--- src/rtl/char_ram_arbiter_pkg.sv ---
// Shared definitions for the character RAM arbiter: arbiter state encoding,
// default bus widths and the 800x525 VGA timing constants the sizes derive from.
package char_ram_arbiter_pkg;

  // Default widths: 80x30 character cells, 8-bit character codes
  localparam int ADDR_W_DEF       = 12;
  localparam int DATA_W_DEF       = 8;
  localparam int FIFO_DEPTH_DEF   = 4;

  // 800x525 VGA frame timing
  localparam int H_TOTAL          = 800;
  localparam int H_ACTIVE         = 640;
  localparam int V_TOTAL          = 525;
  localparam int V_ACTIVE         = 480;

  // A queued write may wait at most two full scan lines
  localparam int STARVE_LIMIT_DEF = 2 * H_TOTAL;

  // Arbiter states
  typedef enum logic [1:0] {
    S_ACTIVE = 2'd0,  // scan-out: display reads only
    S_BLANK  = 2'd1,  // blanking: reads first, otherwise drain one write
    S_FORCE  = 2'd2   // single-cycle forced write of the queue head
  } arb_state_e;

endpackage

--- src/rtl/char_ram_arbiter_wr_fifo.sv ---
// Small synchronous write queue holding {address, data} pairs for the
// character RAM. Push is ignored while full, pop is ignored while empty.
module char_wr_fifo #(
  parameter int DEPTH = 4,
  parameter int WIDTH = 20
) (
  input  logic                       clk,
  input  logic                       reset,
  input  logic                       push_i,
  input  logic [WIDTH-1:0]           push_data_i,
  input  logic                       pop_i,
  output logic [WIDTH-1:0]           head_o,
  output logic [$clog2(DEPTH):0]     level_o,
  output logic                       full_o,
  output logic                       empty_o
);

  localparam int PTR_W = $clog2(DEPTH);
  localparam int LVL_W = PTR_W + 1;

  logic [WIDTH-1:0] mem_q [DEPTH];
  logic [PTR_W-1:0] wr_ptr_q, rd_ptr_q;
  logic [LVL_W-1:0] level_q;
  logic             push_ok, pop_ok;

  assign full_o  = (level_q == LVL_W'(DEPTH));
  assign empty_o = (level_q == '0);
  assign push_ok = push_i && !full_o;
  assign pop_ok  = pop_i && !empty_o;
  assign head_o  = mem_q[rd_ptr_q];
  assign level_o = level_q;

  // Pointers and fill level; pointers wrap naturally since DEPTH is a power of two
  // NOTE: sequential state uses non-blocking (<=) so every flop samples pre-edge values.
  always_ff @(posedge clk or posedge reset) begin
    if (reset) begin
      wr_ptr_q <= '0;
      rd_ptr_q <= '0;
      level_q  <= '0;
    end else begin
      if (push_ok) wr_ptr_q <= wr_ptr_q + 1'b1;
      if (pop_ok)  rd_ptr_q <= rd_ptr_q + 1'b1;
      case ({push_ok, pop_ok})
        2'b10:   level_q <= level_q + 1'b1;
        2'b01:   level_q <= level_q - 1'b1;
        default: level_q <= level_q;
      endcase
    end
  end

  // Entry storage
  // NOTE: storage is deliberately not reset; the level counter alone decides validity.
  always_ff @(posedge clk) begin
    if (push_ok) mem_q[wr_ptr_q] <= push_data_i;
  end

endmodule

--- src/rtl/char_ram_arbiter.sv ---
// Shares one single-port synchronous character RAM between the display read
// path (strict priority) and a queued write path drained during blanking,
// with a starvation guard that forces a write through after a long wait.
module char_ram_arbiter
  import char_ram_arbiter_pkg::*;
#(
  parameter int ADDR_W       = ADDR_W_DEF,
  parameter int DATA_W       = DATA_W_DEF,
  parameter int FIFO_DEPTH   = FIFO_DEPTH_DEF,
  parameter int STARVE_LIMIT = STARVE_LIMIT_DEF
) (
  input  logic                          clk,
  input  logic                          reset,
  input  logic                          video_on,
  input  logic                          rd_req,
  input  logic [ADDR_W-1:0]             rd_addr,
  output logic [DATA_W-1:0]             rd_data,
  output logic                          rd_valid,
  output logic                          rd_miss,
  input  logic                          wr_valid,
  output logic                          wr_ready,
  input  logic [ADDR_W-1:0]             wr_addr,
  input  logic [DATA_W-1:0]             wr_data,
  output logic                          ram_en,
  output logic                          ram_we,
  output logic [ADDR_W-1:0]             ram_addr,
  output logic [DATA_W-1:0]             ram_wdata,
  input  logic [DATA_W-1:0]             ram_rdata,
  output logic [$clog2(FIFO_DEPTH):0]   fifo_level,
  output logic                          starve_flag
);

  localparam int CNT_W = $clog2(STARVE_LIMIT);
  localparam logic [CNT_W-1:0] CNT_MAX = CNT_W'(STARVE_LIMIT - 1);

  arb_state_e                 state_q, state_d;
  logic                       run_q;
  logic [CNT_W-1:0]           cnt_q, cnt_d;
  logic                       rd_valid_q, rd_miss_q, starve_q;
  logic                       rd_gnt, wr_gnt, force_wr;
  logic                       push, fifo_full, fifo_empty;
  logic [ADDR_W+DATA_W-1:0]   head;
  logic [ADDR_W-1:0]          head_addr;
  logic [DATA_W-1:0]          head_data;

  // Nothing is granted or accepted until the first edge after reset releases
  assign wr_ready  = run_q && !fifo_full;
  assign push      = wr_valid && wr_ready;
  assign head_addr = head[DATA_W +: ADDR_W];
  assign head_data = head[DATA_W-1:0];

  char_wr_fifo #(
    .DEPTH (FIFO_DEPTH),
    .WIDTH (ADDR_W + DATA_W)
  ) u_wr_fifo (
    .clk         (clk),
    .reset       (reset),
    .push_i      (push),
    .push_data_i ({wr_addr, wr_data}),
    .pop_i       (wr_gnt),
    .head_o      (head),
    .level_o     (fifo_level),
    .full_o      (fifo_full),
    .empty_o     (fifo_empty)
  );

  // Grant selection for the current cycle and next-state decision
  // NOTE: every output of this block gets a default first, so no path can infer a latch.
  always_comb begin
    rd_gnt   = 1'b0;
    wr_gnt   = 1'b0;
    force_wr = 1'b0;
    state_d  = video_on ? S_ACTIVE : S_BLANK;

    if (run_q) begin
      case (state_q)
        S_ACTIVE: rd_gnt = rd_req;
        S_BLANK: begin
          if (rd_req)           rd_gnt = 1'b1;
          else if (!fifo_empty) wr_gnt = 1'b1;
        end
        S_FORCE: begin
          // The head goes out even if the display is asking this cycle
          if (!fifo_empty) begin
            wr_gnt   = 1'b1;
            force_wr = 1'b1;
          end else begin
            rd_gnt   = rd_req;
          end
        end
        default: ;
      endcase
    end

    // Force is a single cycle; it is re-armed only by a fresh count
    if (state_q != S_FORCE && cnt_q == CNT_MAX && !fifo_empty) state_d = S_FORCE;
  end

  // Starvation counter: counts waiting cycles, clears on pop or empty queue, saturates
  always_comb begin
    cnt_d = cnt_q;
    if (fifo_empty || wr_gnt) cnt_d = '0;
    else if (cnt_q != CNT_MAX) cnt_d = cnt_q + 1'b1;
  end

  // RAM port driven straight from the current grant
  always_comb begin
    ram_en    = rd_gnt || wr_gnt;
    ram_we    = wr_gnt;
    ram_addr  = '0;
    ram_wdata = '0;
    if (wr_gnt) begin
      ram_addr  = head_addr;
      ram_wdata = head_data;
    end else if (rd_gnt) begin
      ram_addr  = rd_addr;
    end
  end

  // Arbiter state register
  always_ff @(posedge clk or posedge reset) begin
    if (reset) state_q <= S_BLANK;
    else       state_q <= state_d;
  end

  // Run enable, starvation count and one-cycle-late read response flags
  always_ff @(posedge clk or posedge reset) begin
    if (reset) begin
      run_q      <= 1'b0;
      cnt_q      <= '0;
      rd_valid_q <= 1'b0;
      rd_miss_q  <= 1'b0;
      starve_q   <= 1'b0;
    end else begin
      run_q      <= 1'b1;
      cnt_q      <= cnt_d;
      rd_valid_q <= rd_gnt;
      rd_miss_q  <= force_wr && rd_req;
      starve_q   <= starve_q || force_wr;
    end
  end

  assign rd_valid    = rd_valid_q;
  assign rd_miss     = rd_miss_q;
  assign rd_data     = rd_valid_q ? ram_rdata : '0;
  assign starve_flag = starve_q;

endmodule

--- config.mk ---
export PLATFORM = sky130hd
export DESIGN_NAME = char_ram_arbiter
export DESIGN_NICKNAME = d
export VERILOG_FILES = /design/src/rtl/char_ram_arbiter_pkg.sv /design/src/rtl/char_ram_arbiter_wr_fifo.sv /design/src/rtl/char_ram_arbiter.sv
export SDC_FILE = /design/constraint.sdc
export NUM_CORES = 1
export LEC_CHECK = 0
export BUFFER_PORTS_ARGS = -buffer_cell sky130_fd_sc_hd__buf_2
export CAP_MARGIN = 20
export CORE_UTILIZATION = 28
export DETAILED_ROUTE_END_ITERATION = 8
export GPL_TIMING_DRIVEN = 0
export PLACE_DENSITY = 0.51
export SYNTH_ARGS = -nofsm -noshare
export SYNTH_HDL_FRONTEND = slang
export SYNTH_SLANG_ARGS = --single-unit
--- constraint.sdc ---
create_clock -name clk -period 4.62 [get_ports clk]
set_input_delay 0.693 -clock clk [delete_from_list [all_inputs] [get_ports clk]]
set_output_delay 0.693 -clock clk [all_outputs]
set_load 0.01 [all_outputs]
---- Word level (Yosys, flattened, before mapping) ----
Memories as Yosys holds them, arrays and structs flattened.
Index checks and enable logic that the tools add are counted.
W data, S select, Z words.
word-level totals
  register bits ........................... 24
  RAM bits ................................ 80
  input bits .............................. 45
  output and inout port bits .............. 37
  word-level logic and storage cells ...... 60
  memories kept ........................... 1
memory list
  name             depth  bits a word  read ports  clocked after memory_dff  write ports  RTL line                        source
  u_wr_fifo.mem_q  4      20           1           0                         1            char_ram_arbiter_wr_fifo.sv:21  logic [WIDTH-1:0] mem_q [DEPTH];
cells by class
  $add $sub $neg .......................... 5
  eq/ne operators ......................... 8
  multiplexer cells ....................... 21
  reduce and logical (&&, ||, !) cells .... 16
operators by type and width
  cell                     number
  $mux W12                 2
  $mux W11                 2
  $mux W8                  2
  $add A11 B1 Y11 const B  1
  $eq A11 B11 Y1 const B   1
  $mux W1                  11
  $ne A11 B11 Y1 const B   1
  $logic_and A1 B1 Y1      7
  $pmux W3 S2              1
  $add A2 B1 Y2 const B    2
  $eq A2 B1 Y1 const B     2
  $eq A2 B2 Y1 const B     2
  $reduce_bool A2 Y1       2
  $add A3 B1 Y3 const B    1
  $eq A3 B3 Y1 const B     1
  $logic_not A3 Y1         1
  $logic_or A1 B1 Y1       3
  $pmux W1 S3              1
  $sub A3 B1 Y3 const B    1
  $logic_not A1 Y1         2
  $logic_not A2 Y1         1
  $mux W2                  1
  $ne A2 B2 Y1 const B     1
  $pmux W1 S2              1

---- Depth between registers and ports, before layout ----
Gate-level depths: netlist of the first run.
  depth in word-level cells ............... 8
  mapped depth ............................ 11

---- Modules after synthesis ----
A second synthesis of the first run with hierarchy kept.
unflattened totals
  cells, all modules ...................... 263
  area, all modules ....................... 4449.3 um^2
by module, submodules not included
  module            instances  cells an instance  area an instance (um^2)  seq. area each (um^2)
  char_wr_fifo      1          142                3335.7                   2577.5
  char_ram_arbiter  1          121                1113.6                   426.7

---- Least setup slack after synthesis of the first run ----
No wires, ideal clock.
  kind .................................... flip-flop to flip-flop
  start point ............................. register state_q[0]
  end point ............................... register u_wr_fifo.level_q[2], in the netlist u_wr_fifo.level_o[2]
  arrival ................................. 2.301 ns
  path slack .............................. 2.240 ns
  stages on the path, launching flop included .. 11
  buffers on the path ..................... 1
  cells stage by stage .................... dfstp_2 ha_1 nor2b_1 o2111a_4 buf_2 ha_1 inv_1 fa_1 xor2_1 nor2_1 xor2_1
on the way
  longest elaborated chain between the ends .. 6
  elaborated cells between the ends (all ways) .. 9
  those cells by class .................... eq/ne (4); mux (3); reduce/logical (2)
RTL lines
  item                                               RTL line                        source
  from (decl)                                        char_ram_arbiter.sv:36          arb_state_e state_q, state_d;
  from (signal assigned)                             char_ram_arbiter.sv:123         else state_q <= state_d;
  $eq A2 B2 Y1 or $eq A2 B1 Y1 (tied branches)       char_ram_arbiter.sv:76          case (state_q)
  $pmux W1 S2 (*)                                    char_ram_arbiter.sv:76
  $mux W1 (*)                                        char_ram_arbiter.sv:75          if (run_q) begin
  $logic_and A1 B1 Y1 (*)                            char_ram_arbiter_wr_fifo.sv:29  assign pop_ok = pop_i && !empty_o;
  net u_wr_fifo.pop_ok                               char_ram_arbiter_wr_fifo.sv:24  logic push_ok, pop_ok;
  $eq A2 B1 Y1 or $eq A2 B2 Y1 (tied branches)       char_ram_arbiter_wr_fifo.sv:43  case ({push_ok, pop_ok})
  $pmux W3 S2 or $reduce_bool A2 Y1 (tied branches)  -
  to (signal assigned)                               char_ram_arbiter_wr_fifo.sv:44  2'b10: level_q <= level_q + 1'b1;
  to (signal assigned)                               char_ram_arbiter_wr_fifo.sv:45  2'b01: level_q <= level_q - 1'b1;
  to (signal assigned)                               char_ram_arbiter_wr_fifo.sv:46  default: level_q <= level_q;
  to (decl)                                          char_ram_arbiter_wr_fifo.sv:23  logic [LVL_W-1:0] level_q;
The timed path passes the listed nets; every way through them passes the cells marked *.
A chain may end at the register's enable or synchronous reset.

---- Worst setup path after layout of the first run ----
  start point ............................. register state_q[0]
  end point ............................... output port ram_addr[11]
on the way
  longest elaborated chain between the ends .. 5
  elaborated cells between the ends (all ways) .. 9
  those cells by class .................... eq/ne (2); mux (6); reduce/logical (1)
RTL lines
  item                                  RTL line                 source
  $eq A2 B2 Y1 (tied with other cells)  char_ram_arbiter.sv:76
  $pmux W1 S3                           char_ram_arbiter.sv:76
  $mux W1                               char_ram_arbiter.sv:75
  $mux W12                              char_ram_arbiter.sv:115  end else if (rd_gnt) begin
  $mux W12 (*)                          char_ram_arbiter.sv:112  if (wr_gnt) begin
  to (decl)                             char_ram_arbiter.sv:26   output logic [ADDR_W-1:0] ram_addr,
Mark *: on every way between the ends. The rest lies on a longest branch, timed or not.

==> results of run 1 <==
==> placed cells by master, fill, tap and decap left out, types with 2 or more instances in the layout <==
cell       instances
nor3_1             5
inv_1             23
o21ai_0            3
inv_6              2
and3b_1            2
xnor2_1            7
nand2_1           20
clkbuf_1           3
buf_6              2
clkbuf_16          9
nor4_1             2
buf_16             4
edfxtp_1          80
and3_1             4
nor2_1            12
mux2i_1            2
nand3_1            3
dfrtp_1           23
mux4_2            20
xor2_1             4
o21ai_2           10
buf_2             85
nor2b_1            2
and2_1            17
ha_1              10
==> cell usage after synthesis (2+ instances only) <==
library cell	count	share of area [%]
nand2_1	20	1.7
and3b_1	2	0.39
ha_1	10	2.8
buf_6	2	0.50
dfrtp_1	23	13
and3_1	4	0.56
o21ai_2	10	2.0
nor2_1	12	1.0
clkbuf_1	3	0.25
edfxtp_1	80	54
nor2b_1	2	0.28
mux4_2	20	10
nor4_1	2	0.28
buf_2	4	0.45
and2_1	17	2.4
xnor2_1	7	1.4
nand3_1	3	0.33
o21ai_0	3	0.33
xor2_1	4	0.78
nor3_1	5	0.56
mux2i_1	2	0.45
inv_1	23	1.9
==> layout make-up <==
class | instances | area (µm²) | area share, %
inverters | 23 | 86.3 | 1.55
well taps | 211 | 264 | 4.75
plain buffers | 9 | 53.8 | 0.967
repair buffers | 86 | 531 | 9.54
multi-input cells | 144 | 1350 | 24.2
flip-flops and latches | 104 | 3000 | 54.0
clock inverters | 7 | 53.8 | 0.967
clock buffers | 9 | 225 | 4.05
==> per-layer routing <==
metal	part of all wire, %	GRT usage (%)
met5	0	0
met4	1.2	3.74
met3	5.6	4.16
met2	51	20.1
met1	42	14.2
==> through the flow <==
| stage | util (%) | total power (W) | instance area (µm²) | cells |
|---|---|---|---|---|
| floorplan | - | 0.00168 | 4490 | 280 |
| global placement | 33.4 | 0.00186 | 5160 | 572 |
| detailed placement | 34.1 | 0.00190 | 5260 | 576 |
| CTS | 35.9 | 0.00263 | 5540 | 592 |
| global route | 36.1 | 0.00273 | 5560 | 593 |
| finish | 36.1 | 0.00258 | 5560 | 593 |
==> worst paths after layout <==
check                                  endpoint  slack, ns  depth (start not counted)
max                                ram_addr[11]       1.51                          7
min                                     rd_miss       0.30                          2
max reg2reg                u_wr_fifo.level_o[2]       1.91                         10
min reg2reg                         starve_flag       0.46                          1
max in group asynchronous            state_q[0]       3.84                          3
min in group clk                     state_q[0]       0.46                          2
==> logic make-up after synthesis <==
| family | count (synthesis) | synth area share (%) |
|---|---|---|
| AOI/OAI and AO/OA | 23 | 4.38 |
| xor gates and xnor gates | 11 | 2.15 |
| adders and majority gates | 11 | 3.23 |
| buffers and inverters | 32 | 3.12 |
| DFF | 104 | 66.9 |
| muxes | 23 | 10.7 |
| other | 1 | 0.0835 |
| and+or+nand+nor | 75 | 9.39 |
==> critical path: cells and delay by family, from the launching register on <==
| kind | cells | cell delay [ns] |
|---|---|---|
| flip-flops | 1 | 0.55 |
| buffers and inverters | 2 | 0.53 |
| adder cells (fa/ha/maj) | 1 | 0.16 |
| AND/OR/NAND/NOR | 2 | 0.42 |
| AO/OA/AOI/OAI | 2 | 0.40 |
==> registers in the layout (all words and copies together) (netlist names) <==
name	flops
u_wr_fifo.wr_ptr_q	2
starve_flag	1
rd_valid	1
u_wr_fifo.mem_q	80
cnt_q	11
rd_miss	1
u_wr_fifo.level_o	3
state_q	2
u_wr_fifo.rd_ptr_q	2
run_q	1
==> power by group through the flow <==
stage / sequential, W / combinational [W] / clock, W
after global routing: 0.00123 / 0.000722 / 0.000784
final: 0.00121 / 0.000649 / 0.000720
after detailed placement: 0.00124 / 0.000666 / 0
after CTS: 0.00122 / 0.000669 / 0.000743
after global placement: 0.00123 / 0.000623 / 0
after floorplan: 0.00122 / 0.000456 / 0
==> out/metrics.yaml, run 1 <==
clock_tree:
  htree_levels: 3
  cts_root_buf: "clkbuf_16"
  cts_tree: "yes"
  clockBufferDepth: 2
  cts_setup_buffers: 0
  hold_buffers: 0
  clock-sinks: 104
  cts_resized: 0
  numCtsBuffers: 9
  clock_latency_ns: 0.35
  clk_pin_slew_ns: 0.07
die:
  ios: 82
  die_width_um: 129
  start_util_pct: 29.1
  die_y_um: 129
  die-area_um2: 16500
  core_region_area_um2: 15400
  num_rows: 45
yosys:
  avgSynthCellArea_um2: 16.0
  yosysSeqAreaShare_pct: 66.9
  netlist-cell-type-count: 44
  ys_ff_latch: 104
  synth_warnings: 0
  synth.cell_area_um2: 4490
  synth_nets: 336
  syn-instance-count: 280
  synth_edf_count: 80
  ys.flop_type: "edfxtp_1"
  async_reset_ff_share_pct: 23.1
pwr:
  clkPwrFrac_pct: 27.9
  irDropWorstVdd_v: 0.000183
  seqPwrFrac_pct: 47.0
  p_leak_nw: 2.22
  powerDensity_nw_per_um2: 464
  pwr-share-comb_pct: 25.1
  p_int_w: 0.00184
  switching_share_pct: 28.8
  power.switching_w: 0.000745
setup_path:
  arrival_ns: 2.42
  crit_path_start_kind: "flip-flop"
  worstPathRequired_ns: 3.93
  endpoint_kind: "output port"
  cp_cell_sequence: "ha_1 > nor2b_1 > o2111a_4 > clkbuf_1 > nand2_1 > o21ai_0 > buf_2"
  crit_type: "reg2out"
  slowest_delay_ns: 0.55
  cp_max_fo: 10
  r2r-start: "state_q[0]"
  cp_slowest_cell: "dfstp_2"
  worstSetupStartpoint: "state_q[0]"
layout:
  n_fill_cell: 1525
  area_delta_synth_final_pct: 23.9
  drive_gt1_share_pct: 38.0
  nNetsFinal: 433
  diodes: 0
sta:
  period_share_pct: 67.3
  fin_hold_ws_ns: 0.296
  fin_skew_ns: 0.00712
  tns_ns: 0
  slew_headroom_pct: 54.9
  fin_ws_ns: 1.51
  tightest_slew_ns: 0.676
  drv_slew: 0
  hold_viol: 0
  rsz0062_at_grt: "false"
  setup_viol: 0
  clock.fmax_mhz: 321
  final.min_clock_period_ns: 3.11
route:
  wl_per_cell_um: 15.2
  antenna_left: 0
  wirelength_um: 8990
  vias_per_cell: 4.40
  drt_iter0_drc: 109
  vias: 2611
  drc: 0
  drt_first_pass_iters: 5
global_routing:
  grt_max_degree: 25
  antenna_found_initial: 0
  grt_pass1_vias: 2669
  grt_pass1_wl_um: 14400
  grt-ovfl-total: 0
  grt_usage_pct: 11.9
outcome:
  status: "completed"
hold_path:
  hold_class: "in2async"
placement:
  placement.io_buffers: 81
  pre_cts_slack_ns: 1.72
  gp_congestion: 0.681
  hpwl_um: 6240
run:
  maxCapViolations: 0
Note: power is estimated with default switching activity, not from simulation.
==> run 2, diff against run 1 <==
==> constraint.sdc (replaced) <==
create_clock -name clk -period 2.9 [get_ports clk]
set_input_delay 0.435 -clock clk [delete_from_list [all_inputs] [get_ports clk]]
set_output_delay 0.435 -clock clk [all_outputs]
set_load 0.01 [all_outputs]
==> run 2 against run 1 <==
  * Setup slack got worse by 1.3 ns
  * Non-clock buffer count stayed put
  * Largest cell class unchanged
  * Global-route usage is the same
  * Sequential share of layout area barely moved
  * Count of clock-buffer cells in the layout stayed put
  * Clock skew decreased by 0.00063 ns
  * Routed wire length shrank 0.16%
  * Clock power up 60%
  * Utilization barely moved
  * Sequential power is 60% higher
  * Register-to-register slack got worse by 1.7 ns
  * Cell area about the same
  * Critical path type unchanged
==> out/metrics.yaml, run 2 (same netlist as run 1, synthesis figures left out) <==
outcome:
  status: "completed"
run:
  maxCapViolations: 0  # unchanged
layout:
  utilization_pct: 36.1  # about the same
  nNetsFinal: 433  # unchanged
  top_register: "u_wr_fifo.mem_q"
  seqCellArea_um2: 3000  # unchanged
  layout_common_cells: "buf_2 (85), edfxtp_1 (80), inv_1 (23), dfrtp_1 (23)"
  drive_gt1_share_pct: 38.5  # +0.52 points
  diodes: 0  # unchanged
  multiInputGateArea_um2: 1350  # +0.19%
  largest_reg_flops: 80  # unchanged
  stdcell_area_um2: 5570  # about the same
  final_common_cell: "buf_2"
  n_fill_cell: 1525  # unchanged
  area_delta_synth_final_pct: 24.0  # about the same
pwr:
  pwr-share-comb_pct: 25.1  # about the same
  p_leak_nw: 2.22  # +0.20%
  powerDensity_nw_per_um2: 739  # +59%
  seqPwrFrac_pct: 47.0  # about the same
  power.switching_w: 0.00119  # +59%
  irDropWorstVdd_v: 0.000292  # +59%
  clkPwrFrac_pct: 27.9  # about the same
  p_int_w: 0.00293  # +59%
  design_power_total_w: 0.00411  # +59%
  switching_share_pct: 28.8  # about the same
placement:
  gp_congestion: 0.681  # unchanged
  placement.io_buffers: 81  # unchanged
  hpwl_um: 6240  # unchanged
  placed_area_um2: 5260  # unchanged
setup_path:
  slowest_delay_ns: 0.55  # about the same
  cp_top_family: "flip-flops"
  arrival_ns: 2.30  # -0.12 ns
  cp.depth: 8  # +1
  cp_slowest_cell: "dfstp_2"
  rr_worst_depth: 10  # unchanged
  cp_cell_sequence: "inv_1 > ha_1 > nor4b_1 > o311a_1 > nand2b_4 > buf_6 > o21ai_2 > buf_2"
  r2r-start: "state_q[0]"
  cp.buffers_inverters: 3  # +1
  endpoint_kind: "output port"
  worstPathRequired_ns: 2.47  # -1.46 ns
  crit_type: "reg2out"
  r2r_setup_slack_ns: 0.26  # -1.65 ns
  crit-reg2reg-capture: "u_wr_fifo.level_o[2]"
  cp_max_fo: 10  # unchanged
  crit_path_start_kind: "flip-flop"
clock_tree:
  htree_levels: 3  # unchanged
  cts_root_buf: "clkbuf_16"
  clk_pin_slew_ns: 0.07  # about the same
  cts_tree: "yes"
  clockBufferDepth: 2  # unchanged
  clock-sinks: 104  # unchanged
  hold_buffers: 0  # unchanged
  clock_latency_ns: 0.34  # about the same
  numCtsBuffers: 9  # unchanged
global_routing:
  grt-ovfl-total: 0  # unchanged
  antenna_found_initial: 0  # unchanged
  grt_usage_pct: 11.9  # unchanged
  grt_pass1_vias: 2669  # unchanged
  grt_pass1_wl_um: 14400  # unchanged
  grt_max_degree: 25  # unchanged
die:
  die_y_um: 129  # unchanged
  die-area_um2: 16500  # unchanged
  num_rows: 45  # unchanged
  die_width_um: 129  # unchanged
  core_region_area_um2: 15400  # unchanged
  ios: 82  # unchanged
  start_util_pct: 29.1  # unchanged
sta:
  fin_skew_ns: 0.00649  # -0.000633 ns
  final.min_clock_period_ns: 2.73
  rsz0062_at_grt: "false"
  clock.fmax_mhz: 366
  slew_headroom_pct: 55.0  # about the same
  tightest_slew_ns: 0.675  # -0.000654 ns
  tns_ns: 0  # unchanged
  setup_viol: 0  # unchanged
  period_share_pct: 94.2
  fin_hold_ws_ns: 0.0413  # -0.255 ns
  hold_viol: 0  # unchanged
  drv_slew: 0  # unchanged
route:
  wl_per_cell_um: 15.1  # -0.16%
  drt_first_pass_iters: 5  # unchanged
  vias_per_cell: 4.40  # about the same
  drt_iter0_drc: 105  # -3.7%
  vias: 2612  # +0.038%
  antenna_left: 0  # unchanged
  drc: 0  # unchanged
  wirelength_um: 8970  # -0.16%
hold_path:
  hold_class: "in2async"
run 2: cell count changes in the layout (fill, tap and decap cells not counted):
cell	change
clkbuf_1	-1
clkbuf_2	+1
nor2b_1	-1
nor2b_2	+1
run 2: worst max path at each step:
| stage | slack [ns] | end | start |
|---|---|---|---|
| 2_1_floorplan | 0.52 | u_wr_fifo.level_o[2] | state_q[0] |
| 3_3_place_gp | 0.23 | u_wr_fifo.level_o[2] | state_q[0] |
| 3_5_place_dp | 0.19 | u_wr_fifo.level_o[2] | state_q[0] |
| 4_1_cts | 0.11 | ram_addr[8] | state_q[0] |
| 5_1_grt | 0.006 | ram_addr[2] | state_q[0] |
| 6_report | 0.17 | ram_addr[8] | state_q[0] |
run 2: power by group through the flow:
stage               clock [W]  combinational [W]  sequential [W]
finish                0.00115            0.00103         0.00193
global route          0.00125            0.00115         0.00196
CTS                   0.00118            0.00107         0.00194
detailed placement          0            0.00106         0.00197
global placement            0           0.000992         0.00196
floorplan                   0           0.000727         0.00195
run 2: worst register-to-register path, stage by stage (launching register included):
cell and delay [ns]:
dfstp_2 0.55, inv_1 0.06, ha_1 0.33, o2111a_4 0.29, buf_2 0.28, ha_1 0.23
inv_1 0.06, fa_1 0.37, xor2_1 0.15, nor2_1 0.11, xor2_1 0.14
run 2: repair_timing:
action,4_1_cts,5_1_grt
resized for setup,1,1
setup endpoints to repair,4,2
setup buffers,0,0
run 2: layer usage:
metal | share of wire, % | vias to the layer above | global-route usage (%) | wire length, µm
li1 | - | 1232 | - | -
met1 | 43 | 1302 | 14.2 | 3820
met2 | 51 | 72 | 20.1 | 4550
met3 | 5.6 | 6 | 4.16 | 501
met4 | 1.2 | 0 | 3.74 | 110
met5 | 0 | - | 0 | 0
run 2: final cells by class:
| cell class | count | area share, % |
|---|---|---|
| Sequential cell | 104 | 54.0 |
| Multi-Input combinational cell | 144 | 24.2 |
| Timing Repair Buffer | 86 | 9.53 |
| Tap cell | 211 | 4.74 |
| Clock buffer | 9 | 4.05 |
| Inverter | 23 | 1.55 |
| Buffer | 9 | 0.989 |
| Clock inverter | 7 | 0.967 |
run 2: per-stage QoR:
| step | std cells | setup slack (ns) |
|---|---|---|
| after floorplan | 280 | 0.520 |
| after global placement | 572 | 0.227 |
| after detailed placement | 576 | 0.191 |
| after CTS | 592 | 0.111 |
| after global routing | 593 | 0.00615 |
| final | 593 | 0.168 |
